### config.mk
export PLATFORM = sky130hd
export DESIGN_NAME = hash_scheduler
export DESIGN_NICKNAME = d
export VERILOG_FILES = /design/src/rtl/hash_sched_pkg.sv /design/src/rtl/hash_scheduler_gn_fifo.sv /design/src/rtl/hash_scheduler.sv
export SDC_FILE = /design/constraint.sdc
export NUM_CORES = 2
export LEC_CHECK = 0
export CORE_AREA = 2 2 497 499
export CTS_BUF_LIST = sky130_fd_sc_hd__clkbuf_8 sky130_fd_sc_hd__clkbuf_16
export DETAILED_ROUTE_END_ITERATION = 6
export DIE_AREA = 0 0 499 501
export RECOVER_POWER = 100
export SETUP_SLACK_MARGIN = 0.3
export SYNTH_ARGS = -nofsm -noshare
export SYNTH_HDL_FRONTEND = slang
export SYNTH_SLANG_ARGS = --single-unit
### constraint.sdc
create_clock -name clk -period 8.4 [get_ports clk]
set_input_delay 1.68 -clock clk [delete_from_list [all_inputs] [get_ports clk]]
set_output_delay 1.68 -clock clk [all_outputs]
set_load 0.01 [all_outputs]
### src/rtl/hash_sched_pkg.sv
// Shared types and SHA-256 constants for the double-SHA256 hash scheduler.
package hash_sched_pkg;

   typedef enum logic [1:0] {
      IDLE  = 2'd0,
      RUN   = 2'd1,
      DRAIN = 2'd2
   } sched_state_t;

   // Block-2 padding for an 80-byte header: 0x80 marker then 640-bit length.
   localparam logic [383:0] SHA256_PAD =
      384'h00000280_00000000_00000000_00000000_00000000_00000000_00000000_00000000_00000000_00000000_00000000_80000000;

   // Initial hash value seeded into the second transform.
   localparam logic [255:0] SHA256_IV =
      256'h5be0cd19_1f83d9ab_9b05688c_510e527f_a54ff53a_3c6ef372_bb67ae85_6a09e667;

endpackage

### src/rtl/hash_scheduler_gn_fifo.sv
// Golden-nonce FIFO: registered head/valid, sticky overflow on a dropped push.
module gn_fifo #(
   parameter int unsigned DEPTH = 4,
   parameter int unsigned WIDTH = 32
) (
   input  logic             clk,
   input  logic             rst_n,
   input  logic             push,
   input  logic [WIDTH-1:0] push_data,
   input  logic             pop,
   output logic             valid,
   output logic [WIDTH-1:0] head,
   output logic             overflow
);

   localparam int unsigned PTR_W = $clog2(DEPTH);
   localparam int unsigned CNT_W = PTR_W + 1;

   logic [WIDTH-1:0] mem [DEPTH];
   logic [PTR_W-1:0] rd_ptr, wr_ptr, rd_n, wr_n;
   logic [CNT_W-1:0] count, count_n;
   logic [WIDTH-1:0] head_n;
   logic             push_ok, pop_ok;

   // A pop in the same cycle frees a slot for the push.
   always_comb begin
      pop_ok  = pop && (count != '0);
      push_ok = push && ((count != CNT_W'(DEPTH)) || pop_ok);
      rd_n    = rd_ptr + PTR_W'(pop_ok);
      wr_n    = wr_ptr + PTR_W'(push_ok);
      count_n = count + CNT_W'(push_ok) - CNT_W'(pop_ok);
      head_n  = head;
      if (count_n != '0) begin
         head_n = (push_ok && (rd_n == wr_ptr)) ? push_data : mem[rd_n];
      end
   end

   always_ff @(posedge clk) begin
      if (push_ok) mem[wr_ptr] <= push_data;
   end

   always_ff @(posedge clk or negedge rst_n) begin
      if (!rst_n) begin
         rd_ptr   <= '0;
         wr_ptr   <= '0;
         count    <= '0;
         valid    <= 1'b0;
         head     <= '0;
         overflow <= 1'b0;
      end else begin
         rd_ptr   <= rd_n;
         wr_ptr   <= wr_n;
         count    <= count_n;
         valid    <= (count_n != '0);
         head     <= head_n;
         overflow <= overflow | (push && !push_ok);
      end
   end

endmodule

### src/rtl/hash_scheduler.sv
// Job sequencer for a looped double-SHA256 hasher pair with golden-nonce queue.
// Optional nonce_count statistics port enabled by defining HASH_SCHED_STATS_EN.
module hash_scheduler
   import hash_sched_pkg::*;
#(
   parameter int unsigned LOOP_LOG2  = 3,
   parameter int unsigned RESULT_LAG = 132,
   parameter int unsigned FIFO_DEPTH = 4
) (
   input  logic                 clk,
   input  logic                 rst_n,
   input  logic                 job_valid,
   output logic                 job_ready,
   input  logic [255:0]         job_midstate,
   input  logic [95:0]          job_data,
   input  logic [31:0]          job_nonce_start,
   input  logic [31:0]          job_nonce_end,
   output logic [255:0]         hash_state,
   output logic [511:0]         hash_data,
   output logic [LOOP_LOG2-1:0] hash_cnt,
   output logic                 hash_feedback,
   input  logic [31:0]          hash2_top,
   output logic                 busy,
   output logic                 done,
   output logic                 gn_valid,
   input  logic                 gn_ready,
   output logic [31:0]          gn_nonce,
   output logic                 gn_overflow
`ifdef HASH_SCHED_STATS_EN
   ,
   output logic [47:0]          nonce_count
`endif
);

   localparam int unsigned          LAG_W    = $clog2(RESULT_LAG + 1);
   localparam logic [LOOP_LOG2-1:0] CNT_LAST = '1;
   localparam logic [LAG_W-1:0]     LAG_MAX  = LAG_W'(RESULT_LAG);
   localparam logic [LAG_W-1:0]     LAG_LAST = LAG_W'(RESULT_LAG - 1);

   sched_state_t         state, state_n;
   logic [31:0]          nonce, nonce_n, nonce_end, end_n;
   logic [255:0]         midstate, mid_n, hstate_n;
   logic [95:0]          data_tail, tail_n;
   logic [511:0]         hdata_n;
   logic [LAG_W-1:0]     lag, lag_n, drain, drain_n;
   logic [LOOP_LOG2-1:0] cnt_n;
   logic                 fb_n, done_n, golden, golden_n;
   logic [31:0]          golden_nonce, gnonce_n;
   logic                 accept, issue, wrap;

   assign accept = job_valid && job_ready;
   assign issue  = (state != IDLE) && (hash_cnt == '0);
   assign wrap   = (state != IDLE) && (hash_cnt == CNT_LAST);

   // Next-state, nonce walk, lag tracking and golden qualification.
   always_comb begin
      state_n  = state;
      cnt_n    = hash_cnt;
      fb_n     = hash_feedback;
      nonce_n  = nonce;
      end_n    = nonce_end;
      mid_n    = midstate;
      tail_n   = data_tail;
      lag_n    = lag;
      drain_n  = drain;
      hstate_n = hash_state;
      hdata_n  = hash_data;
      done_n   = 1'b0;
      golden_n = 1'b0;
      gnonce_n = nonce - 32'(RESULT_LAG);

      case (state)
         IDLE: cnt_n = '0;
         RUN: begin
            cnt_n = hash_cnt + 1'b1;
            if (wrap) begin
               nonce_n = nonce + 32'd1;
               if (nonce == nonce_end) begin
                  state_n = DRAIN;
                  drain_n = '0;
               end
            end
         end
         DRAIN: begin
            cnt_n = hash_cnt + 1'b1;
            if (wrap) begin
               nonce_n = nonce + 32'd1;
               drain_n = drain + 1'b1;
               if (drain == LAG_LAST) state_n = IDLE;
            end
         end
         default: state_n = IDLE;
      endcase

      if (issue) begin
         hstate_n = midstate;
         hdata_n  = {SHA256_PAD, nonce, data_tail};
         if (lag != LAG_MAX) lag_n = lag + 1'b1;
      end

      // A new job always wins, even over a running one.
      if (accept) begin
         mid_n   = job_midstate;
         tail_n  = job_data;
         end_n   = job_nonce_end;
         nonce_n = job_nonce_start;
         cnt_n   = '0;
         lag_n   = '0;
         drain_n = '0;
         state_n = RUN;
      end

      fb_n     = (cnt_n != '0);
      done_n   = (state_n == DRAIN) && (drain_n == LAG_LAST) && (cnt_n == CNT_LAST);
      golden_n = (hash2_top == '0) && !hash_feedback && (state != IDLE) && (lag == LAG_MAX);
   end

   always_ff @(posedge clk or negedge rst_n) begin
      if (!rst_n) begin
         state         <= IDLE;
         hash_cnt      <= '0;
         hash_feedback <= 1'b0;
         nonce         <= '0;
         nonce_end     <= '0;
         midstate      <= '0;
         data_tail     <= '0;
         lag           <= '0;
         drain         <= '0;
         hash_state    <= '0;
         hash_data     <= '0;
         done          <= 1'b0;
         busy          <= 1'b0;
         job_ready     <= 1'b0;
         golden        <= 1'b0;
         golden_nonce  <= '0;
      end else begin
         state         <= state_n;
         hash_cnt      <= cnt_n;
         hash_feedback <= fb_n;
         nonce         <= nonce_n;
         nonce_end     <= end_n;
         midstate      <= mid_n;
         data_tail     <= tail_n;
         lag           <= lag_n;
         drain         <= drain_n;
         hash_state    <= hstate_n;
         hash_data     <= hdata_n;
         done          <= done_n;
         busy          <= (state_n != IDLE);
         job_ready     <= 1'b1;
         golden        <= golden_n;
         golden_nonce  <= gnonce_n;
      end
   end

   gn_fifo #(
      .DEPTH(FIFO_DEPTH),
      .WIDTH(32)
   ) u_gn_fifo (
      .clk      (clk),
      .rst_n    (rst_n),
      .push     (golden),
      .push_data(golden_nonce),
      .pop      (gn_ready),
      .valid    (gn_valid),
      .head     (gn_nonce),
      .overflow (gn_overflow)
   );

`ifdef HASH_SCHED_STATS_EN
   logic [47:0] count_n;

   // Nonces issued in RUN for the most recent job.
   always_comb begin
      count_n = nonce_count;
      if (accept) count_n = '0;
      else if (issue && (state == RUN)) count_n = nonce_count + 48'd1;
   end

   always_ff @(posedge clk or negedge rst_n) begin
      if (!rst_n) nonce_count <= '0;
      else        nonce_count <= count_n;
   end
`endif

endmodule
After elaboration in Yosys (flattened, before gate mapping)
Memories as Yosys holds them, arrays and structs flattened. A register that Yosys moved wholly into a read port is not among the register bits.
Index checks and enable logic that the tools add are counted.

word-level totals
  bits in registers = 868
  latch bits = 0
  bits in writable memories = 128
  memory bits (read-only) = 0
  bits of input ports = 452
  memories = 1

memories
  memory         words  bits a word  rd ports  clocked after Yosys merged registers in  write ports  RTL line                      source
  u_gn_fifo.mem  4      32           1         1                                        1            hash_scheduler_gn_fifo.sv:19  logic [WIDTH-1:0] mem [DEPTH];

operators by class
  $add $sub $neg = 9
  $mul = 0
  div/mod/pow operators = 0
  order comparisons = 0
  equal/unequal tests = 11
  shifts and indexed selects = 0
  mux-type cells = 21
  bitwise operators = 1
  reduce and logical (&&, ||, !) cells = 30

operators with widths
  kind                                                 count
  two-way mux 32 bit                                   3
  two-way mux 8 bit                                    7
  adder 32 x 1 -> 32 bit (second input constant)       1
  equality test 32 bit                                 1
  logical NOT 32 bit                                   1
  subtractor 32 x 8 -> 32 bit (second input constant)  1
  equality test 8 bit (second input constant)          3
  adder 8 x 1 -> 8 bit (second input constant)         2
  case mux 8 bit (2 select lines)                      1
  nonzero test 2 bit                                   6
  logical AND 1 bit                                    11
  two-way mux 2 bit                                    5
  nonzero test 3 bit                                   3
  inequality test 8 bit (second input constant)        1
  equality test 3 bit (second input constant)          2
  case mux 2 bit (3 select lines)                      1
  case mux 3 bit (2 select lines)                      1
  adder 2 x 1 -> 2 bit                                 2
  equality test 2 bit (second input constant)          2
  AND reduction 2 bit                                  2
  adder 3 x 1 -> 3 bit                                 1
  adder 3 x 1 -> 3 bit (second input constant)         1
  logical NOT 1 bit                                    3
  logical NOT 3 bit                                    1
  9 further kinds                                      10

Depth between registers and ports, before layout
  depth in word-level cells = 8
  gate-level depth with buffers = 13

Hierarchy
A second synthesis with hierarchy kept.

second synthesis, totals
  cell total of the unflattened synthesis = 3767
  area, all modules = 43036.3 µm²

by module, submodules not included
  module          times used  cells an instance  area an instance (µm²)
  hash_scheduler  1           3390               36466.2
  gn_fifo         1           377                6570.1

Worst setup path after synthesis
No wires, ideal clock.

  kind = input -> register
  from = in gn_ready
  to = mem u_gn_fifo.mem[0][0], enable pin
  setup time = 468 ps
  arrival = 4438 ps
  required time = 7932 ps
  setup slack = 3494 ps
  stages = 3
  buffers on the path = 0
  path through = nor4b_1 > nor2b_1 > nor3b_1

between the ends
  word-level cells in the longest chain between the ends = 5

RTL lines
  what                                     RTL line                      source
  from (decl)                              hash_scheduler.sv:26          input logic gn_ready,
  logical AND 1 bit                        hash_scheduler_gn_fifo.sv:27  pop_ok = pop && (count != '0);
  logical OR 1 bit                         hash_scheduler_gn_fifo.sv:28  push_ok = push && ((count != CNT_W'(DEPTH)) || pop_ok);
  logical AND 1 bit                        hash_scheduler_gn_fifo.sv:28
  two-way mux 1 bit                        hash_scheduler_gn_fifo.sv:39  if (push_ok) mem[wr_ptr] <= push_data;
  two-way mux 1 bit (implied by the code)  hash_scheduler_gn_fifo.sv:39
  to (decl)                                hash_scheduler_gn_fifo.sv:19

Every way passes these cells.

Worst setup path in the final report
  from = in gn_ready
  to = reg u_gn_fifo.head[29], read port of u_gn_fifo.mem

between the ends
  word-level cells in the longest chain between the ends = 6
  elaborated cells on any way between the ends = 7

RTL lines
  what                       RTL line                      source
  logical AND 1 bit *        hash_scheduler_gn_fifo.sv:27
  logical OR 1 bit           hash_scheduler_gn_fifo.sv:28
  logical AND 1 bit          hash_scheduler_gn_fifo.sv:28
  adder 3 x 1 -> 3 bit       hash_scheduler_gn_fifo.sv:31  count_n = count + CNT_W'(push_ok) - CNT_W'(pop_ok);
  subtractor 3 x 1 -> 3 bit  hash_scheduler_gn_fifo.sv:31
  nonzero test 3 bit         hash_scheduler_gn_fifo.sv:33  if (count_n != '0) begin
  to (decl)                  hash_scheduler_gn_fifo.sv:12  output logic [WIDTH-1:0] head,

Every way passes the cells marked *; elsewhere a longest branch is shown, timed or not.
A chain may end at the register's enable or synchronous reset.

==> qor.yml <==
crit_fanout: 34
worstRegToRegCells: 7
path_clk_slew_ns: 0.06
r2r-end: "hash_data[35]"
area_growth_pct: 35.0
slew-limit-headroom_pct: -149
critPathBufInv: 2
grt_pass1_vias: 29200
synth_mux_area_share_pct: 12.6
dp.cells: 7643
arrival_ns: 6.27
start_util_pct: 17.5
dp_hpwl_mm: 101
clock.fmax_ghz: 0.174
ctsHoldBuffers: 0
synth_area_um2: 42800
synth_xor_area_share_pct: 2.05
synth-seq-cells: 1028
pin_count: 1261
wl_mm: 138
worst_hold_path.endpoint: "u_gn_fifo.overflow"
synth.distinct_cells: 55
synthAdderAreaFrac_pct: 0.544
cts_made_buffers: 113
hold_violations: 0
r2r-start: "state[0]"
hp-start: "u_gn_fifo.overflow"
yosys-top-cells-area: "dfrtp_1 53%, nand2_1 11%, mux2_2 10%"
port_buffers: 879
drive_gt1_share_pct: 13.6
grt_max_degree: 160
cts_tree: "done"
clock_sinks: 1028
worstMarginPinSlew_ns: 3.73
netlist.area_leader.share_pct: 52.6
hold_ws_ns: 0.462
crit_path_end_kind: "flip-flop"
cts-htree-levels: 3
cts_resized: 0
insertion_delay_ns: 0.77
finalClockSkew_ns: 0.0749
cp.required_ns: 8.93
p_leak_uw: 0.0262
synth_edf_count: 128
dieArea_um2: 250000
drtAntennaViolNets: 0
async_flop_share_pct: 87.5
syn-instance-count: 3699
setup_viol_count_final: 0
max_stage_delay_ns: 1.57
cpLargestDelayFamily: "buffers and inverters"
worstSetupPathType: "in2reg"
final_cells: 7877
grt_pass1_wl_mm: 199
seq_area_frac_synth_pct: 61.6
min_period_ns: 5.74
whs_path_depth: 1
track_usage_pct: 10.6
gp_congestion: 0.850
period_share_pct: 68.3
drt_iter0_drc: 1824
syn_avg_cell_area_um2: 11.6
die_w_um: 499
clk_path_buf_depth: 3
final_cell_area_um2: 57700
fillers: 25900
maxSlewViolCount: 959
cts_setup_buffers: 0
antenna_found_initial: 36
root_buffer: "clkbuf_16"
num-nets-final: 5008
rrSetupSlack_ns: 2.83
start_kind: "input pin"
rows: 182
tns_ns: 0
cp_cell_sequence: "dlygate4sd3_1 > o31a_1 > ha_1 > xor2_4 > clkbuf_1 > xnor2_1 > nand3_2 > mux2i_1 > a21oi_1"
synth_top_family_by_area: "simple AND/OR/NAND/NOR gates"
post_drt_wl_per_cell_um: 17.5
min_path_type: "reg2reg"
violations: "max-capacitance violations, max-slew violations"
maxCapViolCount: 19
vias: 28700
yosysWarnings: 0
dpl_cell_area_um2: 53900
drcViolationCount: 0
grt.overflow.total: 0
dr.pass1.iters: 5
synth_simple_gate_area_share_pct: 13.2
synth_top_cell_by_area: "dfrtp_1"
critPathSlowestCell: "clkbuf_1"
synth.most_common_cell: "nand2_1"
core-area_um2: 245000
synth_commonest_cells: "1,223 x nand2_1, 900 x dfrtp_1, 388 x mux2_2"
synth_ff_type: "dfrtp_1"
seq_area_um2: 26400
via_per_inst: 3.64
multi_input_area_um2: 14200
vdd_drop_max_mv: 0.264
status: "finished, violations left"
rsz0062_at_grt: "false"
p_per_area_nw_per_um2: 329
synth-compound-area-share_pct: 1.36
die_height_um: 501
## worst register-to-register path, delay by kind of cell (launching register included)
family,cells,cell delay (ns)
and+or+nand+nor,1,0.39
adders and majority gates,1,0.31
muxes,1,0.53
buffers and inverters,4,3.82
DFF,1,0.39
## cells by family (layout without fill, tap and decap cells)
kind of cell,after synthesis,after routing
flops,1028,1028
compound gates,101,101
buf+inv,586,1142
mux,452,452
other cells,2,404
xor+xnor,100,100
simple gates,1412,1412
fa+ha+maj,18,18
## per-layer routing
layer	routed length (um)	track usage [%]
met1	56100	13.1
met2	62400	16.2
met3	14700	4.72
met4	4620	4.08
met5	324	0.444
## flip-flops by register name, summed over array words and instances, names as in the netlist, 3 cells and up
signal and count:
data_tail 96, drain 8, golden_nonce 32, hash_cnt 3, hash_data 129, hash_state 256, lag 8, midstate 256
nonce 32, nonce_end 32, u_gn_fifo.count 3, u_gn_fifo.head 32, u_gn_fifo.mem 128
## layout make-up
type	count	share of cell area [%]
inverters	15	0.0975
multi-input cells	2465	24.6
well taps	3220	6.98
flip-flops and latches	1028	45.7
clock inverters	74	1.37
clock buffers	138	5.49
repair buffers	915	15.8
diodes	22	0.0953
## layout by cell type (no fill, tap or decap), types with 36 or more instances in the layout
cell type        netlist  routed
nand2_1             1223    1222
dfrtp_1              900     900
clkdlybuf4s50_1        0     448
dlygate4sd3_1          0     430
mux2_2               388     388
conb_1                 2     382
edfxtp_1             128     128
clkbuf_16              0     113
xor2_1                74      73
nor2_1                63      62
a21oi_1               39      39
inv_1                 15      36
o21ai_0               36      36
## per-stage QoR
step / setup WS [ns] / power (uW) / util, %
3_3_place_gp: 3.33 / 14100 / 22.0
6_report: 2.66 / 19000 / 23.6
2_1_floorplan: 3.49 / 10600 / -
5_1_grt: 2.36 / 20000 / 23.6
3_5_place_dp: 3.20 / 14200 / 22.0
4_1_cts: 4.07 / 19600 / 23.6
## where the power goes
part | switching (uW) | leakage, uW | internal, uW
clock | 2170 | 0.00202 | 3030
combinational | 3080 | 0.0119 | 3410
sequential | 930 | 0.0123 | 6380
## worst max-delay path by stage
stage / slack (ns) / from / cells after the start / to
CTS: 4.07 / gn_ready / 9 / u_gn_fifo.head[29]
detailed placement: 3.20 / gn_ready / 9 / u_gn_fifo.head[29]
floorplan: 3.49 / gn_ready / 3 / u_gn_fifo.mem[0][0]
global route: 2.36 / state[0] / 7 / hash_data[101]
finish: 2.66 / gn_ready / 9 / u_gn_fifo.head[29]
global placement: 3.33 / gn_ready / 9 / u_gn_fifo.head[29]
(Power assumes the default switching activity.)
